### src/rtl/vend_pkg.sv
// vend_pkg: shared types and defaults for the vending shared-resource arbiters.
//   vend_state_e      : arbiter FSM state encoding (IDLE, BREW, DISPENSE)
//   VEND_N_REQ        : default number of requesting front-ends
//   VEND_BREW_CYCLES  : default brew length in clock cycles
//   vend_cnt_w()      : width of a down-counter holding 0..n-1 (never 0 bits)
package vend_pkg;

  localparam int VEND_N_REQ       = 3;
  localparam int VEND_BREW_CYCLES = 8;

  typedef enum logic [1:0] {
    IDLE     = 2'd0,
    BREW     = 2'd1,
    DISPENSE = 2'd2
  } vend_state_e;

  function automatic int vend_cnt_w(input int n);
    return (n > 1) ? $clog2(n) : 1;
  endfunction

endpackage

### src/rtl/vend_rr_pick.sv
// vend_rr_pick: combinational round-robin picker.
//   req      [N-1:0]  : request vector
//   last     [IW-1:0] : index of the previous winner
//   valid             : at least one request is set
//   pick_oh  [N-1:0]  : one-hot winner (zero when !valid)
//   pick_idx [IW-1:0] : index of the winner (zero when !valid)
// The search starts at last+1 and wraps, so the previous winner has the
// lowest priority on the next round.
module vend_rr_pick
  import vend_pkg::*;
#(
  parameter int N  = VEND_N_REQ,
  parameter int IW = $clog2(VEND_N_REQ)
) (
  input  logic [N-1:0]  req,
  input  logic [IW-1:0] last,
  output logic          valid,
  output logic [N-1:0]  pick_oh,
  output logic [IW-1:0] pick_idx
);

  logic          found;
  int            j;
  logic [IW-1:0] idx;

  always_comb begin
    valid    = |req;
    pick_oh  = '0;
    pick_idx = '0;
    found    = 1'b0;
    j        = 0;
    idx      = '0;
    for (int i = 1; i <= N; i++) begin
      j = int'(last) + i;
      if (j >= N) j = j - N;
      idx = IW'(j);
      if (!found && req[idx]) begin
        found         = 1'b1;
        pick_oh[idx]  = 1'b1;
        pick_idx      = idx;
      end
    end
  end

endmodule

### src/rtl/vend_brew_arbiter.sv
// vend_brew_arbiter: shares one coffee brewer between N_REQ front-ends.
//   clk, rstn : clock (rising edge), synchronous active-low reset
//   req       : per-front-end level request
//   abort     : terminate the current brew (only honoured while brewing)
//   gnt       : one-hot 1-cycle pulse, brewer assigned to requester i
//   owner     : index of current/last grantee
//   coffee    : brewer actuator, high for BREW_CYCLES cycles per grant
//   done      : one-hot 1-cycle pulse, brew for requester i complete
//   aborted   : 1-cycle pulse, current brew was aborted
//   busy      : arbiter not idle
//
// Handshake: req is a level held by the front-end until it sees its gnt
// pulse; it must drop req the cycle after gnt. Only IDLE looks at req, so a
// req still high when the arbiter returns to IDLE is a fresh request, and a
// req dropped before being granted is simply withdrawn.
//
// All outputs are registered. The FSM state is held in `state` (encoded with
// vend_state_e values) for observation.
module vend_brew_arbiter
  import vend_pkg::*;
#(
  parameter int N_REQ       = VEND_N_REQ,
  parameter int BREW_CYCLES = VEND_BREW_CYCLES
) (
  input  logic                     clk,
  input  logic                     rstn,
  input  logic [N_REQ-1:0]         req,
  input  logic                     abort,
  output logic [N_REQ-1:0]         gnt,
  output logic [$clog2(N_REQ)-1:0] owner,
  output logic                     coffee,
  output logic [N_REQ-1:0]         done,
  output logic                     aborted,
  output logic                     busy
);

  localparam int IW = $clog2(N_REQ);
  localparam int CW = vend_cnt_w(BREW_CYCLES);

  localparam logic [1:0] S_IDLE     = IDLE;
  localparam logic [1:0] S_BREW     = BREW;
  localparam logic [1:0] S_DISPENSE = DISPENSE;

  logic [1:0]       state;
  logic [CW-1:0]    cnt;
  logic [IW-1:0]    last;

  logic             pick_valid;
  logic [N_REQ-1:0] pick_oh;
  logic [IW-1:0]    pick_idx;

  vend_rr_pick #(
    .N  (N_REQ),
    .IW (IW)
  ) u_pick (
    .req      (req),
    .last     (last),
    .valid    (pick_valid),
    .pick_oh  (pick_oh),
    .pick_idx (pick_idx)
  );

  always_ff @(posedge clk) begin
    if (!rstn) begin
      state   <= S_IDLE;
      cnt     <= '0;
      last    <= IW'(N_REQ - 1);  // index 0 wins first after reset
      gnt     <= '0;
      done    <= '0;
      owner   <= '0;
      coffee  <= 1'b0;
      aborted <= 1'b0;
      busy    <= 1'b0;
    end else begin
      // Pulse outputs default low every cycle.
      gnt     <= '0;
      done    <= '0;
      aborted <= 1'b0;
      case (state)
        S_IDLE: begin
          if (pick_valid) begin
            state  <= S_BREW;
            gnt    <= pick_oh;
            owner  <= pick_idx;
            last   <= pick_idx;
            coffee <= 1'b1;
            busy   <= 1'b1;
            cnt    <= CW'(BREW_CYCLES - 1);
          end
        end
        S_BREW: begin
          // abort takes priority over normal completion; last keeps the
          // aborted owner so that requester loses its turn.
          if (abort) begin
            state   <= S_IDLE;
            coffee  <= 1'b0;
            aborted <= 1'b1;
            busy    <= 1'b0;
            cnt     <= '0;
          end else if (cnt == '0) begin
            state       <= S_DISPENSE;
            coffee      <= 1'b0;
            done[owner] <= 1'b1;
          end else begin
            cnt <= cnt - 1'b1;
          end
        end
        S_DISPENSE: begin
          state <= S_IDLE;
          busy  <= 1'b0;
        end
        default: begin
          state  <= S_IDLE;
          coffee <= 1'b0;
          busy   <= 1'b0;
        end
      endcase
    end
  end

endmodule

### config.mk
export PLATFORM = sky130hd
export DESIGN_NAME = vend_brew_arbiter
export DESIGN_NICKNAME = d
export VERILOG_FILES = /design/src/rtl/vend_pkg.sv /design/src/rtl/vend_rr_pick.sv /design/src/rtl/vend_brew_arbiter.sv
export SDC_FILE = /design/constraint.sdc
export NUM_CORES = 1
export LEC_CHECK = 0
export ABC_AREA = 1
export CAP_MARGIN = 20
export CORE_MARGIN = 2
export CORE_UTILIZATION = 45
export CTS_BUF_LIST = sky130_fd_sc_hd__clkbuf_4 sky130_fd_sc_hd__clkbuf_8 sky130_fd_sc_hd__clkbuf_16
export DETAILED_ROUTE_END_ITERATION = 12
export PLACE_DENSITY = 0.69
export SLEW_MARGIN = 25
export SYNTH_ARGS = -nofsm -noshare
export SYNTH_HDL_FRONTEND = slang
export SYNTH_SLANG_ARGS = --single-unit
### constraint.sdc
create_clock -name clk -period 1.62 [get_ports clk]
set_input_delay 0.324 -clock clk [delete_from_list [all_inputs] [get_ports clk]]
set_output_delay 0.324 -clock clk [all_outputs]
set_load 0.1 [all_outputs]
# --- Yosys cells after proc, flatten, opt, wreduce, memory -nomap -nowiden ---
# Cells that the tools add are included.
totals:
  reg_bits: 18
  romBits: 0
  latchBits: 0
  in_bits: 6
  mem_count: 0
  mem_bits_rw: 0
classes:
  n_addsub: 7
  n_mux: 40
  n_eq_ne: 6
  order_cmp: 11
  n_reduce_logical: 20
  mul: 0
  n_bitwise: 6
  shifts: 0
  n_div: 0
op_table:
  columns: ["operator", "count"]
  rows:
  - ["$mux W2", 9]
  - ["$mux W3", 6]
  - ["$mux W1", 14]
  - ["$lt A2 B3 Y1 const B", 4]
  - ["$ge A3 B2 Y1 const B", 3]
  - ["$reduce_and A3 Y1", 3]
  - ["$demux W1 S2", 4]
  - ["$ge A2 B1 Y1 const B", 4]
  - ["$reduce_and A2 Y1", 4]
  - ["$add A2 B2 Y3 const B", 2]
  - ["$bmux W1 S2", 3]
  - ["$logic_and A1 B1 Y1", 6]
  - ["$ne A3 B3 Y1 const B", 2]
  - ["$or A3 B3 Y3", 2]
  - ["$pmux W3 S2", 1]
  - ["$sub A2 B1 Y2 const B", 3]
  - ["$ne A2 B2 Y1 const B", 2]
  - ["$not A1 Y1", 4]
  - ["$pmux W2 S2", 1]
  - ["$reduce_or A4 Y1", 1]
  - ["$add A2 B1 Y3 const B", 1]
  - ["$logic_not A3 Y1", 1]
  - ["$pmux W1 S3", 1]
  - ["$reduce_or A3 Y1", 1]
  - ["other kinds (7)", 8]

# --- Logic depth before layout (Yosys ltp) ---
logic_depth:
  ltp_word: 12
  ltp_mapped: 12
  mapped_depth_nobuf: 11

# --- Cells and area by module ---
# From an unflattened synthesis, not the netlist that was laid out.
hier_totals:
  cells_unflattened: 155
  area_unflattened_um2: 1057.3
by_module_without_submodules:
  columns: ["mod", "n_inst", "area_per_inst_um2", "cells_each"]
  rows:
  - ["vend_brew_arbiter", 1, 681.9, 90]
  - ["vend_rr_pick", 1, 375.4, 65]

# --- Worst setup path after synthesis ---
# No wires, ideal clock.
synth_path:
  kind: "register to register"
  from: "register, netlist name owner[0]"
  to: "register owner[1]"
  n_path_buf: 1
  stages_incl_launch_ff: 12
  path_slack_ns: -0.031
  setup_ns: 0.120
  arrival_time_ns: 1.531
  required_ns: 1.500
  cell_sequence: "dfxtp_1 inv_2 ha_1 buf_6 nand2_1 nand3_2 nand2_4 inv_1 nand2_1 nand3_2 nand3_2 a21oi_2"
synth_rtl:
  columns: ["element", "line", "rtl"]
  rows:
  - ["end signal, assigned", "vend_brew_arbiter.sv:84", "owner <= pick_idx;"]
  - ["end, declared", "vend_brew_arbiter.sv:30", "output logic [$clog2(N_REQ)-1:0] owner,"]

==> results.json <==
{
  "status": "completed",
  "die_area_um2": 2584,
  "fillers": 159,
  "final_util": 0.7135,
  "required_ps": 1820,
  "drv_slew": 0,
  "synthArstFlopShare": 0,
  "syn_area_um2": 987.2,
  "finalWirelength_um": 2194,
  "drt_iter0_markers": 10,
  "ys_types": 25,
  "holdWs_ps": 465.3,
  "path_cells": "inv_2 -> buf_4 -> ha_2 -> o21ai_1 -> nand2_2 -> nand3_4 -> inv_2 -> a21oi_1 -> nor2_1",
  "yosysWarningCount": 0,
  "place_area_um2": 1364,
  "grt_pass1_vias": 900,
  "die-height_um": 50.84,
  "start_util": 0.4882,
  "seqPwrFrac": 0.199,
  "ys_seq_elements": 17,
  "yosysMostFrequentCell": "nand2_1",
  "syn2layout_area_growth_pct": 46.13,
  "drive_gt1_frac": 0.3540,
  "post-route-period-util": 0.9475,
  "fin_nets": 176,
  "synth_edf_count": 0,
  "place_ws_ps": -54.86,
  "finalSetupTns_ps": 0,
  "grt_pass1_wl_um": 3795,
  "netlist.top_cell.by_area": "dfxtp_1",
  "power.internal_w": 0.001427,
  "port_buffers": 16,
  "syn_area_per_cell_um2": 7.594,
  "wire_per_inst_um": 11.67,
  "design_area_um2": 1443,
  "p_per_area_nw_per_um2": 2068,
  "overflow": 0,
  "cpPeakStageDelay_ps": 370,
  "ys.flop_type": "dfxtp_1",
  "fp-row-count": 16,
  "synthCells": 130,
  "r2r_cells": 9,
  "ioPinCount": 17,
  "finalWeightedCongestion": 0.8852,
  "die_w_um": 50.84,
  "clk_path_buf_depth": 2,
  "cts-root-buf": "clkbuf_4",
  "dpl.hpwl_um": 1639,
  "clk_pin_slew_ps": 110,
  "cts_tree": "built",
  "viasPerCell": 4.979,
  "worst_setup_path_start_kind": "register",
  "net-switching-power_w": 0.001557,
  "vias": 936,
  "clkLatencyLatePin_ps": 290,
  "cap_violations": 0,
  "core_um2": 2022,
  "arrival_ps": 1730,
  "swShare": 0.5219,
  "r2r_slack_ps": 90,
  "period_minus_slack_ps": 1535,
  "setup_ws_ps": 85.08,
  "finalSetupViolCount": 0,
  "fin_skew_ps": 18.32,
  "path_max_fanout": 8,
  "ctsHoldBuffers": 0,
  "postRouteAntennaNets": 0,
  "dr.pass1.iters": 4,
  "clkPwrFrac": 0.075,
  "grt_max_degree": 11,
  "ir_worst_vdd_uv": 1237,
  "hold_class": "register to register",
  "min_path_cells": 2,
  "critPathCaptureType": "register",
  "worst_slew_pin_slew_ps": 249.5,
  "finalHoldViolCount": 0,
  "crit_type": "register to register",
  "cp_common_cell": "inv_2",
  "synth_fp_nets": 144,
  "clock_sinks": 17,
  "synth_top_area_share": 0.3447,
  "grt_use_total": 0.1955,
  "grt_setup_unrepaired": "yes",
  "yosys-top-cells-count": "26 x nand2_1, 17 x dfxtp_1, 16 x inv_1, 9 x a21oi_1, 9 x o21ai_0",
  "cp_slowest_cell": "dfxtp_2",
  "antennaDiodeCount": 0,
  "drcViolationCount": 0,
  "synthTopCellsByArea": "dfxtp_1 34%, ha_1 10%, nand2_1 9.9%",
  "cts_inserted_buffers": 3,
  "maxSlewHeadroom": 0.8334,
  "htreeDepth": 1,
  "antenna_found_initial": 0,
  "ys_seq_area_frac": 0.3447,
  "max_freq_ghz": 0.6515,
  "p_leak_nw": 0.6814,
  "combPwrFrac": 0.726
}
==> cells by family after synthesis <==
group           count (synthesis)  synth area share
compound gates                 22            0.1179
xor+xnor                        1          0.008874
fa+ha+maj                       8            0.1014
buf+inv                        24            0.1052
flops                          17            0.3447
simple gates                   58            0.3219
==> power by group through the flow <==
stage | logic (W) | clock network, W | registers (W)
after floorplan | 0.00110 | 0 | 0.000928
after global placement | 0.00197 | 0 | 0.000598
after detailed placement | 0.00199 | 0 | 0.000601
after CTS | 0.00202 | 0.000229 | 0.000591
after global routing | 0.00233 | 0.000250 | 0.000606
final | 0.00217 | 0.000224 | 0.000594
==> sequential cells by signal (all words and copies together) (netlist names) <==
register	count
gnt	3
aborted	1
done	3
owner	2
state	2
cnt	3
last	1
busy	1
coffee	1
==> per-stage QoR <==
stage,total power [W],std cells
global placement,0.002568,183
CTS,0.002835,187
floorplan,0.002027,130
detailed placement,0.002592,183
finish,0.002984,188
global route,0.003189,188
==> metal layers <==
layer / share of wire / global-route usage / vias up
met2: 0.51 / 0.3224 / 21
met4: 0.0087 / 0.09009 / 0
met3: 0.047 / 0.04386 / 2
met1: 0.44 / 0.2426 / 430
met5: 0 / 0 / -
li1: - / - / 483
==> final cells by class <==
class | count | area [um2] | share of cell area
repair buffers | 29 | 367.9 | 0.2550
clock inverters | 1 | 5.005 | 0.003469
multi-input cells | 89 | 586.8 | 0.4068
inverters | 22 | 85.08 | 0.05898
well taps | 27 | 33.78 | 0.02342
flip-flops and latches | 17 | 341.6 | 0.2368
clock buffers | 3 | 22.52 | 0.01561
==> critical path: cells and delay by family (launching register included) <==
kind	cells	cell delay (ps)
compound gates	2	320
fa+ha+maj	1	220
flops	1	370
simple gates	3	260
buf+inv	3	270
==> timing repair <==
| item | in CTS | in global routing |
|---|---|---|
| setup buffers | 0 | 1 |
| pin swaps | 0 | 1 |
| gates resized for setup | 1 | 11 |
| endpoints found under the setup margin | 6 | 8 |
| endpoints found under the hold margin | 0 | 0 |
==> layout by cell type, fill, tap and decap left out, types with 4 or more instances in the layout <==
cell type and n:
clkdlybuf4s50_1 5, buf_4 13, a21oi_1 8, buf_12 11
nand3_1 7, nand2_1 24, ha_1 5, o21ai_1 4
inv_1 15, nand2_2 4, inv_2 6, nand3_2 5
dfxtp_1 16, nor2_1 7, o21ai_0 7
==> worst paths after layout <==
path,startpoint,endpoint
worst max register to register,owner[0],gnt[0]
worst min-delay path,cnt[1],cnt[1]
worst max-delay path,owner[0],gnt[0]
worst min register to register,cnt[1],cnt[1]
No activity file was read; power rests on OpenSTA's default activity.
